### src/rtl/tour_cmd_seq.sv
// Knight's-tour sequencer between the UART wrapper and cmd_proc: replays NUM_MOVES one-hot
// moves as vertical/horizontal commands, passing UART through when idle. Macro TOUR_TIMEOUT_EN adds a response watchdog.
module tour_cmd_seq #(
  parameter int         NUM_MOVES   = 24,
  parameter int         IDX_W       = $clog2(NUM_MOVES),
  parameter logic [3:0] VERT_OP     = 4'h2,
  parameter logic [3:0] HORZ_OP     = 4'h3,
  parameter logic [3:0] ABORT_OP    = 4'hF,
  parameter logic [7:0] HDG_N       = 8'h00,
  parameter logic [7:0] HDG_S       = 8'h7F,
  parameter logic [7:0] HDG_W       = 8'hBF,
  parameter logic [7:0] HDG_E       = 8'h3F,
  parameter logic [7:0] DONE_RESP   = 8'hA5,
  parameter logic [7:0] BUSY_RESP   = 8'h5A,
  parameter int         TIMEOUT_CYC = 50_000_000
) (
  input  logic             clk,
  input  logic             rst,
  input  logic             start_tour,
  input  logic [7:0]       move,
  output logic [IDX_W-1:0] mv_indx,
  input  logic [15:0]      cmd_UART,
  input  logic             cmd_rdy_UART,
  output logic [15:0]      cmd,
  output logic             cmd_rdy,
  input  logic             clr_cmd_rdy,
  input  logic             send_resp,
  output logic [7:0]       resp,
  output logic             busy,
  output logic             aborted,
  output logic             bad_move,
  output logic             timeout
);

  typedef enum logic [2:0] {IDLE, LOAD, VERT, VERT_WAIT, HORZ, HORZ_WAIT} state_t;

  state_t           state_q, state_d;
  logic [IDX_W-1:0] idx_q, idx_d;
  logic [3:0]       vert_sq_q, vert_sq_d, horz_sq_q, horz_sq_d;
  logic [7:0]       vert_hdg_q, vert_hdg_d, horz_hdg_q, horz_hdg_d;
  logic             aborted_q, aborted_d, bad_move_q, bad_move_d;
  logic             timeout_q, timeout_d, abort_pend_q, abort_pend_d;

  logic [3:0] dec_vsq, dec_hsq;
  logic [7:0] dec_vhdg, dec_hhdg;
  logic       move_ok, last_mv, abort_req, in_wait, wd_expire;

  assign move_ok   = (move != 8'h00) && ((move & (move - 8'd1)) == 8'h00);
  assign last_mv   = (idx_q == IDX_W'(NUM_MOVES - 1));
  assign abort_req = cmd_rdy_UART && (cmd_UART[15:12] == ABORT_OP);
  assign in_wait   = (state_q == VERT_WAIT) || (state_q == HORZ_WAIT);
  assign busy      = (state_q != IDLE);
  assign mv_indx   = idx_q;
  assign aborted   = aborted_q;
  assign bad_move  = bad_move_q;
  assign timeout   = timeout_q;

  always_comb begin
    dec_vsq  = 4'd2;
    dec_vhdg = HDG_N;
    dec_hsq  = 4'd1;
    dec_hhdg = HDG_E;
    case (move)
      8'h02: dec_hhdg = HDG_W;
      8'h04: begin dec_vsq = 4'd1; dec_hsq = 4'd2; end
      8'h08: begin dec_vsq = 4'd1; dec_vhdg = HDG_S; dec_hsq = 4'd2; end
      8'h10: dec_vhdg = HDG_S;
      8'h20: begin dec_vhdg = HDG_S; dec_hhdg = HDG_W; end
      8'h40: begin dec_vsq = 4'd1; dec_vhdg = HDG_S; dec_hsq = 4'd2; dec_hhdg = HDG_W; end
      8'h80: begin dec_vsq = 4'd1; dec_hsq = 4'd2; dec_hhdg = HDG_W; end
      default: ;
    endcase
  end

  always_comb begin
    state_d      = state_q;
    idx_d        = idx_q;
    vert_sq_d    = vert_sq_q;
    vert_hdg_d   = vert_hdg_q;
    horz_sq_d    = horz_sq_q;
    horz_hdg_d   = horz_hdg_q;
    aborted_d    = aborted_q;
    bad_move_d   = bad_move_q;
    timeout_d    = timeout_q;
    // abort is captured in any busy state; every exit to IDLE below overrides it
    abort_pend_d = abort_pend_q | (busy && abort_req);
    cmd          = cmd_UART;
    cmd_rdy      = cmd_rdy_UART;
    case (state_q)
      IDLE: begin
        if (start_tour) begin
          idx_d        = '0;
          aborted_d    = 1'b0;
          bad_move_d   = 1'b0;
          timeout_d    = 1'b0;
          abort_pend_d = 1'b0;
          state_d      = LOAD;
        end
      end
      LOAD: begin
        cmd        = {VERT_OP, vert_hdg_q, vert_sq_q};
        cmd_rdy    = 1'b0;
        vert_sq_d  = dec_vsq;
        vert_hdg_d = dec_vhdg;
        horz_sq_d  = dec_hsq;
        horz_hdg_d = dec_hhdg;
        if (!move_ok) begin
          bad_move_d   = 1'b1;
          abort_pend_d = 1'b0;
          state_d      = IDLE;
        end else begin
          state_d = VERT;
        end
      end
      VERT: begin
        cmd     = {VERT_OP, vert_hdg_q, vert_sq_q};
        cmd_rdy = 1'b1;
        if (clr_cmd_rdy) state_d = VERT_WAIT;
      end
      VERT_WAIT: begin
        cmd     = {VERT_OP, vert_hdg_q, vert_sq_q};
        cmd_rdy = 1'b0;
        if (send_resp) begin
          if (abort_pend_q) begin
            aborted_d    = 1'b1;
            abort_pend_d = 1'b0;
            state_d      = IDLE;
          end else begin
            state_d = HORZ;
          end
        end else if (wd_expire) begin
          timeout_d    = 1'b1;
          abort_pend_d = 1'b0;
          state_d      = IDLE;
        end
      end
      HORZ: begin
        cmd     = {HORZ_OP, horz_hdg_q, horz_sq_q};
        cmd_rdy = 1'b1;
        if (clr_cmd_rdy) state_d = HORZ_WAIT;
      end
      HORZ_WAIT: begin
        cmd     = {HORZ_OP, horz_hdg_q, horz_sq_q};
        cmd_rdy = 1'b0;
        if (send_resp) begin
          if (abort_pend_q || last_mv) begin
            aborted_d    = abort_pend_q;
            abort_pend_d = 1'b0;
            state_d      = IDLE;
          end else begin
            idx_d   = idx_q + IDX_W'(1);
            state_d = LOAD;
          end
        end else if (wd_expire) begin
          timeout_d    = 1'b1;
          abort_pend_d = 1'b0;
          state_d      = IDLE;
        end
      end
      default: state_d = IDLE;
    endcase
  end

  always_comb begin
    resp = BUSY_RESP;
    if (!busy) resp = DONE_RESP;
    else if ((state_q == HORZ || state_q == HORZ_WAIT) && last_mv) resp = DONE_RESP;
    else if (in_wait && abort_pend_q) resp = DONE_RESP;
  end

  always_ff @(posedge clk) begin
    if (rst) begin
      state_q      <= IDLE;
      idx_q        <= '0;
      vert_sq_q    <= '0;
      vert_hdg_q   <= '0;
      horz_sq_q    <= '0;
      horz_hdg_q   <= '0;
      aborted_q    <= 1'b0;
      bad_move_q   <= 1'b0;
      timeout_q    <= 1'b0;
      abort_pend_q <= 1'b0;
    end else begin
      state_q      <= state_d;
      idx_q        <= idx_d;
      vert_sq_q    <= vert_sq_d;
      vert_hdg_q   <= vert_hdg_d;
      horz_sq_q    <= horz_sq_d;
      horz_hdg_q   <= horz_hdg_d;
      aborted_q    <= aborted_d;
      bad_move_q   <= bad_move_d;
      timeout_q    <= timeout_d;
      abort_pend_q <= abort_pend_d;
    end
  end

`ifdef TOUR_TIMEOUT_EN
  logic [25:0] wd_q, wd_d;
  // restarts on every entry to a WAIT state, counts while staying there
  assign wd_d      = (in_wait && state_d == state_q) ? wd_q + 26'd1 : 26'd0;
  assign wd_expire = in_wait && (wd_q == 26'(TIMEOUT_CYC - 1));
  always_ff @(posedge clk) begin
    if (rst) wd_q <= '0;
    else     wd_q <= wd_d;
  end
`else
  logic unused_timeout_cfg;
  assign unused_timeout_cfg = (TIMEOUT_CYC == 0);
  assign wd_expire          = 1'b0;
`endif

endmodule

### config.mk
export PLATFORM = sky130hd
export DESIGN_NAME = tour_cmd_seq
export DESIGN_NICKNAME = d
export VERILOG_FILES = /design/src/rtl/tour_cmd_seq.sv
export SDC_FILE = /design/constraint.sdc
export NUM_CORES = 1
export LEC_CHECK = 0
export BUFFER_PORTS_ARGS = -buffer_cell sky130_fd_sc_hd__buf_2
export CAP_MARGIN = 20
export CELL_PAD_IN_SITES_DETAIL_PLACEMENT = 0
export CELL_PAD_IN_SITES_GLOBAL_PLACEMENT = 1
export CORE_UTILIZATION = 35
export DETAILED_ROUTE_END_ITERATION = 10
export GPL_ROUTABILITY_DRIVEN = 0
export GPL_TIMING_DRIVEN = 1
export HOLD_SLACK_MARGIN = 0.15
export PLACE_DENSITY = 0.95
export SETUP_SLACK_MARGIN = 0.4
export SYNTH_ARGS = -nofsm -noshare
export SYNTH_HDL_FRONTEND = slang
export SYNTH_SLANG_ARGS = --single-unit
### constraint.sdc
create_clock -name clk -period 3.7 [get_ports clk]
set_input_delay 0.74 -clock clk [delete_from_list [all_inputs] [get_ports clk]]
set_output_delay 0.74 -clock clk [all_outputs]
set_load 0.01 [all_outputs]
==> summary.md, run 1 <==
| Metric | Value |
|---|---|
| Post-synth ARST share | 0 |
| Share of cells above drive strength 1 | 0.333 |
| Die outline area | 4320 µm² |
| Root Buffer Master | clkbuf_8 |
| # rows | 22 |
| Cells after synthesis | 187 |
| Synth cell count leaders | nand2_1, o21ai_0, dfxtp_1 |
| CTS tree | built |
| Cell count after placement | 278 |
| Warnings, synthesis | 0 |
| CTS H-tree lvls | 1 |
| Max FO, Critical Path | 23 |
| RSZ-0062 raised after global routing | no |
| Port bufs | 62 |
| Post-CTS Hold Buffers | 0 |
| Status | finished, final reports clean |
| Count leader, synth | nand2_1 |
| Share of the synthesized area in the top cell type | 0.225 |
| Die height | 65.8 µm |
| Initial DRC Count | 65 |
| Final Cycle Share | 0.749 |
| Hold Vio Cnt, Final | 0 |
| Path type of the worst setup path | flip-flop to primary output |
| Worst-case reg-to-reg path depth | 4 |
| Worst VDD drop | 0.188 mV |
| Antenna violations before repair | 0 |
| Vias in the first global route | 1,273 |
| Largest area contributor in the netlist | dfxtp_1 |
| Prevailing post-synth register cell | dfxtp_1 |
| Worst Hold Class | flip-flop to flip-flop |
| FF+latch count, synth | 16 |
| Vias | 1,483 |
| Syn Nets | 218 |
| Num CTS Buffers | 3 |
| Slew Viols, Final | 0 |
| Core Footprint | 3770 µm² |
| Worst path cell trace | nor3_2 > clkinv_1 > nand2_1 > and2_1 > buf_2 |
| Cell Area, Synth | 1420 µm² |
| I/O pin count | 64 |
| CTS Sinks | 16 |
| Starting Density | 0.377 |
| Slew headroom | 0.463 |
| Setup WS post-layout | 0.929 ns |
| Maximum clock frequency | 361 MHz |
| Maximum clock path buffer count | 2 |
| Data required, critical path | 2.96 ns |
| EDFF count, synth | 0 |
| Worst-margin pin slew | 0.805 ns |
| Fillers | 380 |
| Largest net degree at the start of global routing | 24 |
| Final setup fails | 0 |
| Gr usage total | 0.171 |
| DRT Wirelength | 3.55 mm |
| N_diodes | 0 |
| # nets final | 266 |
| Via density | 5.26 |
| CP Capture Type | primary output |
| Min Tclk post-route | 2.77 ns |
| First-pass GRT wire length | 5.80 mm |
| DP HPWL | 2.73 mm |
| Fin cells | 282 |
| Clock-pin slew on the worst setup and hold paths | 0.06 ns |
| Pwr/cell area | 275 nW/µm² |
| Post-Syn Area per Cell | 7.61 µm² |
| Final ANT Viol Nets | 0 |
| Delay of the slowest critical-path stage | 0.56 ns |
| Post-synth cell types | 51 |
| DP Worst Slack | 1.19 ns |
| Post_cts resized | 0 |
| Setup TNS | 0 ns |
| Startpoint types | flip-flop |
| Grt ovf | 0 |
| DR WL/cell | 12.6 µm |
| Area growth syn-to-layout | 21.2% |
| Synth area leaders | dfxtp_1, o21ai_0, nand2_1, mux2i_1, buf_4 |
| Leak | 0.803 nW |
| Skew final | 0.00496 ns |
| DRT Pass-1 Iters | 5 |
| Sequential area share after synthesis | 0.225 |
| Critical Path AT | 2.03 ns |
| Maximum capacitance violations | 0 |
| Hold path depth | 2 |
| CP max-delay cell | dfxtp_1 |
| Die width | 65.8 µm |
| DRC | 0 |
| Total setup buffers inserted after CTS | 0 |
| Clock latency at the later pin of the worst-skew pair | 0.25 ns |
cell usage in the layout (no fill, tap or decap), types with 5 or more instances in the layout:
master	synthesis	routed
and2_1	6	6
nor2_1	10	10
mux2i_1	6	6
nand2b_1	5	5
a21o_1	6	6
nor3_1	8	8
o21ai_0	18	18
a21oi_1	9	9
nand3_1	6	6
or3_1	5	5
nand2_1	19	19
buf_2	6	62
dfxtp_1	16	16
power by group:
part | internal, W | switching (W) | leakage [nW]
combinational | 0.0000594 | 0.0000740 | 0.644
clock | 0.0000944 | 0.0000595 | 0.0288
sequential | 0.000178 | 0.00000893 | 0.130
total | 0.000331 | 0.000142 | 0.803
cell type report:
type                            instances  area (µm²)  share of cell area
Tap cell                               48        60.1              0.0348
Sequential cell                        16         320               0.186
Multi-Input combinational cell        148         963               0.559
Inverter                                4        15.0             0.00871
Clock buffer                            4        55.1              0.0319
Timing Repair Buffer                   62         310               0.180
layer usage:
metal,vias up,GRT usage,wire length [µm]
li1,773,-,-
met1,671,0.232,1690
met2,37,0.269,1680
met3,2,0.0382,172
met4,0,0.0408,12
met5,-,0,0
state kept, by name (all words and copies together), names as in the netlist:
signal	flops
abort_pend_q	1
aborted	1
bad_move	1
horz_hdg_q	2
horz_sq_q	1
mv_indx	5
state_q	3
vert_hdg_q	1
vert_sq_q	1
kinds of logic (layout without fill, tap and decap cells):
logic type | count (synthesis) | in the layout | synth area share
mux | 9 | 9 | 0.0660
other cells | 1 | 1 | 0.00264
simple gates | 76 | 76 | 0.303
xor+xnor | 3 | 3 | 0.0238
buf+inv | 23 | 70 | 0.0976
fa+ha+maj | 1 | 1 | 0.00879
flops | 16 | 16 | 0.225
compound gates | 58 | 58 | 0.274
through the flow:
step	util	hold slack, ns	cell area [µm²]	total power, W
2_1_floorplan	-	0.429	1420	0.000279
3_3_place_gp	0.443	0.452	1670	0.000324
3_5_place_dp	0.443	0.454	1670	0.000324
4_1_cts	0.457	0.468	1720	0.000478
5_1_grt	0.457	0.497	1720	0.000503
6_report	0.457	0.463	1720	0.000474
worst max-delay path: cells and delay by family (launching register included):
family	cells	cell delay (ns)
and+or+nand+nor	3	0.89
buffers and inverters	2	0.33
DFF	1	0.56
worst paths after layout:
kind                                    start             to  slack (ns)
worst min-delay path            horz_hdg_q[7]  horz_hdg_q[7]        0.46
worst max register to register     state_q[2]     state_q[2]        1.70
worst max-delay path               state_q[2]        cmd[14]        0.93
worst min register to register  horz_hdg_q[7]  horz_hdg_q[7]        0.46
(Power assumes the default switching activity.)
==> run 2: changes to the inputs <==
--- a/config.mk
+++ b/config.mk
@@ -9,12 +9,12 @@
 export CAP_MARGIN = 20
 export CELL_PAD_IN_SITES_DETAIL_PLACEMENT = 0
 export CELL_PAD_IN_SITES_GLOBAL_PLACEMENT = 1
-export CORE_UTILIZATION = 35
+export CORE_UTILIZATION = 29
 export DETAILED_ROUTE_END_ITERATION = 10
 export GPL_ROUTABILITY_DRIVEN = 0
 export GPL_TIMING_DRIVEN = 1
 export HOLD_SLACK_MARGIN = 0.15
-export PLACE_DENSITY = 0.95
+export PLACE_DENSITY = 0.86
 export SETUP_SLACK_MARGIN = 0.4
 export SYNTH_ARGS = -nofsm -noshare
 export SYNTH_HDL_FRONTEND = slang
==> constraint.sdc (replaced) <==
create_clock -name clk -period 2.2 [get_ports clk]
set_input_delay 0.44 -clock clk [delete_from_list [all_inputs] [get_ports clk]]
set_output_delay 0.44 -clock clk [all_outputs]
set_load 0.01 [all_outputs]
==> summary.md, run 2 (synthesis results as in run 1) <==
| Metric | Value |
|---|---|
| Slew Viols, Final | 0 |
| Core Footprint | 4720 µm² |
| Total design power | 0.000807 W |
| Slack of the worst reg-to-reg path | 0.50 ns |
| Top sig layer | met4 |
| WL met1 | 1.91 mm |
| Initial DRC Count | 75 |
| Starting Density | 0.301 |
| Antenna violations before repair | 0 |
| Die outline area | 5190 µm² |
| Delay of the slowest critical-path stage | 0.35 ns |
| Multi-input gate area | 1060 µm² |
| Worst-case reg-to-reg path depth | 6 |
| Most frequent cells in the layout | buf_2, nand2_1, buf_4 |
| DP HPWL | 2.91 mm |
| Via density | 5.07 |
| CTS Sinks | 16 |
| Worst VDD drop | 0.142 mV |
| Post-CTS Hold Buffers | 0 |
| CTS tree | built |
| First-pass GRT wire length | 6.25 mm |
| Maximum clock path buffer count | 2 |
| Maximum clock frequency | 512 MHz |
| Leak | 0.952 nW |
| Startpoint types | flip-flop |
| Critical Path AT | 1.51 ns |
| Share of cells above drive strength 1 | 0.453 |
| Grt ovf | 0 |
| I/O pin count | 64 |
| Skew final | 0.00264 ns |
| CTS H-tree lvls | 1 |
| Die height | 72.0 µm |
| Top delay family on crit path | flip-flops |
| # nets final | 289 |
| Port bufs | 62 |
| Seq. cell area | 334 µm² |
| Critical path depth | 6 |
| Final setup fails | 0 |
| N_diodes | 0 |
| Largest register FFs | 5 |
| Largest net degree at the start of global routing | 18 |
| Gr usage total | 0.149 |
| DR WL met2 | 2.12 mm |
| Vias | 1,639 |
| DRT Wirelength | 4.27 mm |
| Worst Path Buf+Inv | 2 |
| Die width | 72.0 µm |
| Maximum capacitance violations | 0 |
| CP max-delay cell | dfxtp_2 |
| Data required, critical path | 1.76 ns |
| Worst path cell trace | ha_4 > and4b_4 > a21oi_2 > o21a_1 > inv_2 > buf_6 |
| Pwr/cell area | 393 nW/µm² |
| Critical R2R Launch | mv_indx[0] |
| Origin of the worst setup path | mv_indx[0] |
| Max FO, Critical Path | 5 |
| Root Buffer Master | clkbuf_8 |
| Setup TNS | 0 ns |
| Final Cycle Share | 0.888 |
| RSZ-0062 raised after global routing | yes |
| Final ANT Viol Nets | 0 |
| Hold_ws | 0.475 ns |
| Clock-pin slew on the worst setup and hold paths | 0.06 ns |
| WL met3 | 187 µm |
| Min Tclk post-route | 1.95 ns |
| DR WL/cell | 13.2 µm |
| Hold Vio Cnt, Final | 0 |
| Setup WS post-layout | 0.247 ns |
| Num CTS Buffers | 3 |
| DRT Pass-1 Iters | 4 |
| CP Capture Type | primary output |
| Fillers | 474 |
| Clock latency at the later pin of the worst-skew pair | 0.25 ns |
| # rows | 25 |
| Status | finished, final reports clean |
| DP Worst Slack | 0.191 ns |
| Most common cell after layout, fill and taps aside | buf_2 |
| Area growth syn-to-layout | 44.4% |
| Vias in the first global route | 1,385 |
| DRC | 0 |
| Worst Hold Class | flip-flop to flip-flop |
| Worst setup path endpoint | resp[0] |
| Path type of the worst setup path | flip-flop to primary output |
| Reg-to-reg critical path endpoint | mv_indx[0] |
[run 2: area by class of cell]
cell class | instances | share of cell area
tap | 67 | 0.0408
inverter | 4 | 0.00853
timing repair buffer | 84 | 0.251
multi-input combinational | 149 | 0.517
clock buffer | 3 | 0.0201
sequential | 16 | 0.163
[run 2: how the worst min path moves through the flow]
stage / end / startpoint / depth (start not counted) / slack, ns
after floorplan: horz_hdg_q[7] / horz_hdg_q[7] / 2 / 0.43
after global placement: horz_hdg_q[5] / horz_hdg_q[5] / 2 / 0.46
after detailed placement: horz_hdg_q[5] / horz_hdg_q[5] / 2 / 0.46
after CTS: horz_hdg_q[5] / horz_hdg_q[5] / 2 / 0.48
after global routing: horz_hdg_q[7] / horz_hdg_q[7] / 2 / 0.52
final: horz_hdg_q[5] / horz_hdg_q[5] / 2 / 0.47
[run 2: worst register-to-register path: stages (launching register included)]
cell and delay (ns):
dfxtp_2 0.34, ha_4 0.16, and4b_4 0.19, buf_4 0.15
or4_1 0.53, a21boi_1 0.16, nor3_1 0.05
[run 2: where the power goes]
group	switching, W	internal (W)
clock	0.000101	0.000121
sequential	0.0000109	0.000297
combinational	0.000146	0.000130
total	0.000258	0.000549
[run 2: metrics by stage]
| step | cells | instance area [µm²] | utilization |
|---|---|---|---|
| floorplan | 187 | 1430 | - |
| global placement | 301 | 1730 | 0.365 |
| detailed placement | 301 | 1730 | 0.365 |
| CTS | 309 | 1880 | 0.399 |
| global route | 323 | 2050 | 0.435 |
| finish | 323 | 2050 | 0.435 |
[run 2: what timing repair did]
action / in CTS / in global routing
cloned: 0 / 1
resized for setup: 20 / 22
setup buffers: 5 / 13
endpoints found under the setup margin: 30 / 26
pin swaps: 3 / 6
[run 2: routing by layer]
| layer | global-route usage | vias up |
|---|---|---|
| met5 | 0 | - |
| met2 | 0.246 | 38 |
| met3 | 0.0403 | 8 |
| li1 | - | 820 |
| met1 | 0.195 | 773 |
| met4 | 0.0327 | 0 |
==> run 3: changes to the inputs <==
--- a/config.mk
+++ b/config.mk
@@ -9,12 +9,12 @@
 export CAP_MARGIN = 20
 export CELL_PAD_IN_SITES_DETAIL_PLACEMENT = 0
 export CELL_PAD_IN_SITES_GLOBAL_PLACEMENT = 1
-export CORE_UTILIZATION = 29
+export CORE_UTILIZATION = 33
 export DETAILED_ROUTE_END_ITERATION = 10
 export GPL_ROUTABILITY_DRIVEN = 0
 export GPL_TIMING_DRIVEN = 1
 export HOLD_SLACK_MARGIN = 0.15
-export PLACE_DENSITY = 0.86
+export PLACE_DENSITY = 0.92
 export SETUP_SLACK_MARGIN = 0.4
 export SYNTH_ARGS = -nofsm -noshare
 export SYNTH_HDL_FRONTEND = slang
==> constraint.sdc (replaced) <==
create_clock -name clk -period 2.11 [get_ports clk]
set_input_delay 0.422 -clock clk [delete_from_list [all_inputs] [get_ports clk]]
set_output_delay 0.422 -clock clk [all_outputs]
set_load 0.01 [all_outputs]
==> summary.md, run 3 (synthesis results as in run 1) <==
| Metric | Value |
|---|---|
| Cell Area, Placed | 1730 µm² |
| Slew Viols, Final | 0 |
| Core Footprint | 4060 µm² |
| Num CTS Buffers | 3 |
| Most frequent cells in the layout | buf_2, buf_4, nand2_1, buf_6, o21ai_0 |
| Hold wc startpoint | horz_hdg_q[5] |
| CTS H-tree lvls | 1 |
| Clock-pin slew on the worst setup and hold paths | 0.06 ns |
| Grt ovf | 0 |
| Fin cells | 310 |
| CTS Sinks | 16 |
| Path type of the worst setup path | flip-flop to primary output |
| # rows | 23 |
| CP Capture Type | primary output |
| Final Cycle Share | 0.909 |
| # nets final | 292 |
| Hold_ws | 0.469 ns |
| Worst VDD drop | 0.388 mV |
| N_diodes | 0 |
| DRT Wirelength | 4.68 mm |
| Vias in the first global route | 1,403 |
| Maximum capacitance violations | 0 |
| Min Tclk post-route | 1.92 ns |
| Setup TNS | 0 ns |
| Pwr/cell area | 422 nW/µm² |
| Vias | 1,685 |
| Die height | 67.7 µm |
| Origin of the worst setup path | state_q[1] |
| Largest net degree at the start of global routing | 17 |
| Clock latency at the later pin of the worst-skew pair | 0.25 ns |
| Status | finished, final reports clean |
| I/O pin count | 64 |
| DRC | 0 |
| Share of cells above drive strength 1 | 0.500 |
| Maximum clock path buffer count | 2 |
| Largest register FFs | 5 |
| Leak | 1.01 nW |
| Worst Hold Class | flip-flop to flip-flop |
| Critical R2R Launch | mv_indx[0] |
| Root Buffer Master | clkbuf_8 |
| Critical Path AT | 1.50 ns |
| Gr usage total | 0.180 |
| Antenna violations before repair | 0 |
| First-pass GRT wire length | 6.42 mm |
| Max FO, Critical Path | 8 |
| Post-CTS Hold Buffers | 0 |
| CTS tree | built |
| DP HPWL | 2.92 mm |
| Via density | 5.44 |
| Port bufs | 62 |
| Final setup fails | 0 |
| Die width | 67.7 µm |
| DRT Pass-1 Iters | 4 |
| Post-route cell area | 2190 µm² |
| Final ANT Viol Nets | 0 |
| Skew final | 0.00829 ns |
| Die outline area | 4580 µm² |
| RSZ-0062 raised after global routing | yes |
| Initial DRC Count | 89 |
| Cell count after placement | 285 |
| Area growth syn-to-layout | 54.1% |
| DR WL/cell | 15.1 µm |
| Startpoint types | flip-flop |
| Starting Density | 0.351 |
| Most common cell after layout, fill and taps aside | buf_2 |
| Hold Vio Cnt, Final | 0 |
| Data required, critical path | 1.69 ns |
| Maximum clock frequency | 521 MHz |
==> run 3: changes by cell type in the layout (fill, tap and decap cells not counted), moves of 3 or more <==
cell / before / now
o21ai_1: 2 / 5
o21ai_0: 16 / 13
buf_6: 8 / 16
buf_2: 58 / 53
==> run 3: final timing paths <==
| path | slack, ns | to | depth (start not counted) |
|---|---|---|---|
| worst min-delay path | 0.47 | horz_hdg_q[5] | 2 |
| worst min register to register | 0.47 | horz_hdg_q[5] | 2 |
| worst max register to register | 0.27 | mv_indx[3] | 7 |
| worst max-delay path | 0.19 | cmd[9] | 6 |
==> run 3: metrics by stage <==
step	total power [W]	util	setup WS, ns
6_report	0.000926	0.540	0.192
5_1_grt	0.000968	0.540	0.173
3_3_place_gp	0.000578	0.426	0.305
3_5_place_dp	0.000579	0.426	0.234
4_1_cts	0.000877	0.482	0.204
2_1_floorplan	0.000492	-	0.399
==> run 3: routing by layer <==
metal  vias to the layer above  track usage  routed length [µm]  share of wire
met4                         0       0.0559                 135          0.029
met5                         -            0                   0              0
li1                        834            -                   -              -
met3                        12       0.0372                 162          0.035
met2                        41        0.290                2450           0.52
met1                       798        0.237                1930           0.41
==> run 3: report_power, final <==
| part | switching (W) | internal, W | leakage, nW |
|---|---|---|---|
| clock | 0.000107 | 0.000166 | 0.0288 |
| combinational | 0.000170 | 0.000163 | 0.847 |
| sequential | 0.0000119 | 0.000308 | 0.134 |
==> run 3: layout make-up <==
| cell class | instances | area (µm²) |
|---|---|---|
| timing repair buffer | 87 | 588 |
| fill | 357 | 1870 |
| multi-input combinational | 149 | 1130 |
| sequential | 16 | 339 |
| clock buffer | 4 | 55.1 |
| tap | 50 | 62.6 |
| inverter | 4 | 18.8 |
==> run 3: repair_timing <==
action                                  in CTS  in global routing
gates resized for setup                     25                 37
setup buffers                                9                 11
gates cloned                                 1                  0
pin swaps                                    4                 23
endpoints found under the setup margin      29                 33
==> run 3: critical path: stages (launching register included) <==
cell	delay [ns]
dfxtp_4	0.40
buf_6	0.14
nor3_4	0.16
clkinv_2	0.15
nand2_4	0.11
a21o_1	0.14
buf_2	0.15
